[src/rtl/sva_latency_pipe.sv]
// DEPTH-stage valid/data pipeline with a global stall and a registered in-flight count.
// Embedded assertions check latency, stall stability, the occupancy bound and data zeroing.
module sva_latency_pipe #(
    parameter int WIDTH        = 8,
    parameter int DEPTH        = 3,
    parameter bit ZERO_INVALID = 1'b1
) (
    input  logic                       clk,
    input  logic                       reset,
    input  logic                       in_valid,
    input  logic [WIDTH-1:0]           in_data,
    input  logic                       stall,
    output logic                       out_valid,
    output logic [WIDTH-1:0]           out_data,
    output logic [$clog2(DEPTH+1)-1:0] inflight
);

    localparam int CW = $clog2(DEPTH+1);

    logic [DEPTH-1:0] stageValid_q, stageValid_d;
    logic [WIDTH-1:0] stageData_q [DEPTH];
    logic [WIDTH-1:0] stageData_d [DEPTH];
    logic [CW-1:0]    inflight_q, inflight_d;

    // Count is taken from the next-state valids so it tracks the stages in the same cycle.
    always_comb begin
        stageValid_d = stageValid_q;
        stageData_d  = stageData_q;
        if (!stall) begin
            stageValid_d[0] = in_valid;
            stageData_d[0]  = (ZERO_INVALID && !in_valid) ? '0 : in_data;
            for (int i = 1; i < DEPTH; i++) begin
                stageValid_d[i] = stageValid_q[i-1];
                stageData_d[i]  = stageData_q[i-1];
            end
        end
        inflight_d = '0;
        for (int i = 0; i < DEPTH; i++) begin
            inflight_d = inflight_d + CW'(stageValid_d[i]);
        end
    end

    always_ff @(posedge clk) begin
        if (reset) begin
            stageValid_q <= '0;
            for (int i = 0; i < DEPTH; i++) begin
                stageData_q[i] <= '0;
            end
            inflight_q <= '0;
        end else begin
            stageValid_q <= stageValid_d;
            stageData_q  <= stageData_d;
            inflight_q   <= inflight_d;
        end
    end

    assign out_valid = stageValid_q[DEPTH-1];
    assign out_data  = stageData_q[DEPTH-1];
    assign inflight  = inflight_q;

`ifndef SYNTHESIS
`ifdef FAIL
    localparam int LAT = DEPTH - 1;
`else
    localparam int LAT = DEPTH;
`endif
    localparam int HL = (LAT < 1) ? 1 : LAT;

    // chain_q[k]: an item was accepted k edges ago and every edge since then was unstalled.
    logic [HL:1]      chain_q;
    logic [WIDTH-1:0] dataHist_q [1:HL];
    logic             latDue;
    logic [WIDTH-1:0] latData;

    always_ff @(posedge clk) begin
        if (reset) begin
            chain_q <= '0;
        end else begin
            chain_q[1] <= in_valid && !stall;
            for (int k = 2; k <= HL; k++) begin
                chain_q[k] <= chain_q[k-1] && !stall;
            end
        end
        dataHist_q[1] <= in_data;
        for (int k = 2; k <= HL; k++) begin
            dataHist_q[k] <= dataHist_q[k-1];
        end
    end

    generate
        if (LAT == 0) begin : gLatNow
            assign latDue  = in_valid && !stall;
            assign latData = in_data;
        end else begin : gLatPast
            assign latDue  = chain_q[LAT];
            assign latData = dataHist_q[LAT];
        end
    endgenerate

    a_latency: assert property (@(posedge clk) disable iff (reset)
        latDue |-> (out_valid && out_data == latData))
        else $error("a_latency: out_valid=%0b out_data=%h", $sampled(out_valid), $sampled(out_data));

    a_stall_hold: assert property (@(posedge clk) disable iff (reset)
        stall |=> ($stable(out_valid) && $stable(out_data) && $stable(inflight)))
        else $error("a_stall_hold: out_valid=%0b out_data=%h inflight=%0d",
                    $sampled(out_valid), $sampled(out_data), $sampled(inflight));

    a_bound: assert property (@(posedge clk) disable iff (reset)
        inflight <= CW'(DEPTH))
        else $error("a_bound: inflight=%0d", $sampled(inflight));

    generate
        if (ZERO_INVALID) begin : gZero
            a_zero: assert property (@(posedge clk) disable iff (reset)
                !out_valid |-> out_data == '0)
                else $error("a_zero: out_data=%h", $sampled(out_data));
        end
    endgenerate
`endif

endmodule

[config.mk]
export PLATFORM = sky130hd
export DESIGN_NAME = sva_latency_pipe
export DESIGN_NICKNAME = d
export VERILOG_FILES = /design/src/rtl/sva_latency_pipe.sv
export SDC_FILE = /design/constraint.sdc
export NUM_CORES = 1
export LEC_CHECK = 0
export ABC_CLOCK_PERIOD_IN_PS = 1440
export BUFFER_PORTS_ARGS = -buffer_cell sky130_fd_sc_hd__clkbuf_2
export CELL_PAD_IN_SITES_DETAIL_PLACEMENT = 1
export CELL_PAD_IN_SITES_GLOBAL_PLACEMENT = 1
export CORE_ASPECT_RATIO = 1.5
export CORE_MARGIN = 4
export CORE_UTILIZATION = 35
export DETAILED_ROUTE_END_ITERATION = 8
export HOLD_SLACK_MARGIN = 0.15
export PLACE_DENSITY = 0.73
export SLEW_MARGIN = 10
export SYNTH_ARGS = -nofsm -noshare
export SYNTH_HDL_FRONTEND = slang
export SYNTH_SLANG_ARGS = --single-unit
[constraint.sdc]
create_clock -name clk -period 1.44 [get_ports clk]
set_input_delay 0.072 -clock clk [delete_from_list [all_inputs] [get_ports clk]]
set_output_delay 0.072 -clock clk [all_outputs]
set_load 0.02 [all_outputs]
==> results.py <==
metrics = {
    "status": {
        "run_status": "finished, final reports clean",
    },
    "timing": {
        "final.setup_skew_ps": 2.35,
        "worst_slew_margin_rel_pct": 63.5,
        "grt_setup_unrepaired": "false",
        "drv_slew": 0,
        "final.setup.tns_ps": 0,
        "layout_worst_path_cycle_share_pct": 94.4,
        "finalWorstPathRequiredPeriod_ps": 1360,
        "max_freq_ghz": 0.735,
        "finalHoldViolCount": 0,
        "whs_ps": 307,
        "setup_violations": 0,
        "worst_pin_slew_ps": 548,
    },
    "cells_and_area": {
        "postLayoutCellArea_mm2": 0.00140,
        "flow.area_growth_from_synthesis_pct": 22.3,
        "diodes": 0,
        "combined_area_of_the_multi_input_logic_cells_um2": 454,
        "area.sequential_um2": 581,
        "num-nets-final": 151,
        "drive_gt1_share_pct": 25.9,
        "n_fill_cell": 376,
        "final_core_util_pct": 44.3,
    },
    "drt": {
        "met3RoutedLength_um": 137,
        "vias_per_cell": 4.55,
        "highest-signal-layer": "met4",
        "detailed_route_wire_length_on_metal_1_um": 827,
        "final_antenna_net_count": 0,
        "num_vias": 815,
        "drc_violation_total_after_the_first_tritonroute_iteration": 18,
        "routed_wirelength_um": 2170,
        "wl_per_cell_um": 12.1,
        "met2_length_um": 1110,
        "firstDrtPassIters": 2,
        "drc_errors": 0,
    },
    "worst_setup_path": {
        "critPathMaxFanout": 2,
        "critical_path.endpoint_type": "flop",
        "critical_path.max_stage_delay_ps": 530,
        "worst-setup-path-type": "in -> reg",
        "crit_chain": "dlygate4sd3_1 > clkbuf_2 > nand2b_4 > nand2_2 > fa_1 > nor2b_1",
        "timing.critical_path.arrival_ps": 1510,
        "timing.critical_path.required_ps": 1590,
        "critical_path.startpoint_type": "input pin",
        "critPathSlowestCell": "sky130_fd_sc_hd__dlygate4sd3_1",
    },
    "placement": {
        "dpl-instance-area_mm2": 0.00121,
        "dpl.hpwl_um": 1500,
        "gp_congestion": 0.653,
        "io_buffer_count": 22,
    },
    "power": {
        "total_power_uw": 1600,
        "power_leakage_uw": 0.000630,
        "power_per_cell_area_mw_per_mm2": 1140,
        "vdd.ir_drop.worst_v": 0.000760,
    },
    "clock_tree": {
        "cts_htree_levels": 2,
        "path_clk_slew_ps": 60,
        "clk-insertion-delay-late_ps": 280,
        "cts_tree": "yes",
        "cts-root-buf": "sky130_fd_sc_hd__clkbuf_8",
        "clock-sinks": 29,
        "cts_buffer_depth": 2,
        "cts_inserted_buffers": 5,
    },
    "global_route": {
        "number_of_global_route_vias_before_repair": 885,
        "largest_net_degree_at_the_start_of_global_routing": 30,
        "antenna_found_initial": 0,
        "grt_first_pass_wirelength_um": 3800,
        "grt.overflow.total": 0,
        "grt.total_usage_pct": 12.7,
    },
    "min_path": {
        "min-delay-path-class": "in -> reg",
    },
    "yosys": {
        "ys_ff_latch": 29,
        "synth-seq-area-share_pct": 50.7,
        "syn_area_per_cell_um2": 10.2,
        "yosys.cell_types.count": 14,
        "net_count_after_synthesis": 125,
        "yosys_warnings": 0,
        "syn-instance-count": 112,
        "synth.cell_area_mm2": 0.00114,
    },
    "die": {
        "die_w_um": 54.7,
        "die-area_mm2": 0.00427,
        "placement_rows": 25,
        "initial_core_util_pct": 36.2,
        "i_o_pins": 23,
        "die_height_um": 78.0,
        "core_area_mm2": 0.00316,
    },
    "run": {
        "maxCapViolCount": 0,
    },
}
## cell families (layout without fill, tap and decap cells)
logic type                 after synthesis  in the layout  share of synthesized area [%]
AOI/OAI and AO/OA                        9              9                           3.93
adders and majority gates                1              1                           1.75
buffers and inverters                   16             43                           10.5
DFF                                     29             29                           50.7
muxes                                   18             18                           16.6
and+or+nand+nor                         39             39                           16.5
## placed cells by master (no fill, tap or decap)
master,instances
sky130_fd_sc_hd__a21oi_1,9
sky130_fd_sc_hd__buf_4,3
sky130_fd_sc_hd__clkbuf_1,1
sky130_fd_sc_hd__clkbuf_2,22
sky130_fd_sc_hd__clkbuf_8,5
sky130_fd_sc_hd__clkinv_2,2
sky130_fd_sc_hd__dfxtp_1,29
sky130_fd_sc_hd__dlygate4sd3_1,10
sky130_fd_sc_hd__fa_1,1
sky130_fd_sc_hd__mux2_4,2
sky130_fd_sc_hd__mux2i_1,16
sky130_fd_sc_hd__nand2_1,9
sky130_fd_sc_hd__nand2_2,1
sky130_fd_sc_hd__nand2b_4,1
sky130_fd_sc_hd__nand3b_1,8
sky130_fd_sc_hd__nor2_1,16
sky130_fd_sc_hd__nor2b_1,4
## where the power goes
group	internal (µW)	switching, µW
clock	333	288
sequential	824	10.3
combinational	71.7	69.1
total	1230	367
## Yosys cell counts, drive strengths merged
library cell  instances  area share, %
clkbuf                1           0.33
mux2                  2            2.6
nand2                10            3.3
buf                  15             10
nor2                 16            5.2
dfxtp                29             51
fa                    1            1.7
mux2i                16             14
nor2b                 4            2.2
nand2b                1           0.55
nand3b                8            5.2
a21oi                 9            3.9
## path summary, 6_finish.rpt
kind,end,slack [ps],from,cells past startpoint
max,inflight[0],80,in_valid,6
min,stageData_q[21],310,stall,4
max reg2reg,inflight[0],120,stageValid_q[0],3
min reg2reg,stageData_q[16],460,stageData_q[16],2
## worst max-delay path, delay by kind of cell
kind	cells	cell delay, ps
buffers and inverters	2	670
adders and majority gates	1	470
and+or+nand+nor	3	290
## metal layers
layer | up-vias | track usage [%]
met5 | - | 0
met1 | 376 | 12.3
li1 | 410 | -
met3 | 8 | 5.69
met2 | 21 | 19.8
met4 | 0 | 9.98
## flip-flops by register name, summed over array words and instances, names as in the netlist
signal	count
out_data	8
inflight	2
stageValid_q	3
stageData_q	16
## repair_timing
action                     4_1_cts  5_1_grt
setup endpoints to repair        0        1
hold buffers                    10        0
resized for setup                0        2
hold endpoints to repair         9        0
setup buffers                    0        0
## through the flow
step / setup slack [ps] / instances
after global routing: 28.6 / 179
after floorplan: 155 / 112
after detailed placement: 119 / 161
after CTS: 64.1 / 179
after global placement: 181 / 161
final: 80.2 / 179
## final cells by class
type	count	area share (%)
Tap cell	40	3.57
Timing Repair Buffer	35	16.6
Sequential cell	29	41.5
Clock inverter	2	0.715
Clock buffer	6	5.18
Multi-Input combinational cell	67	32.4
Power figures use the tool's default switching activity.
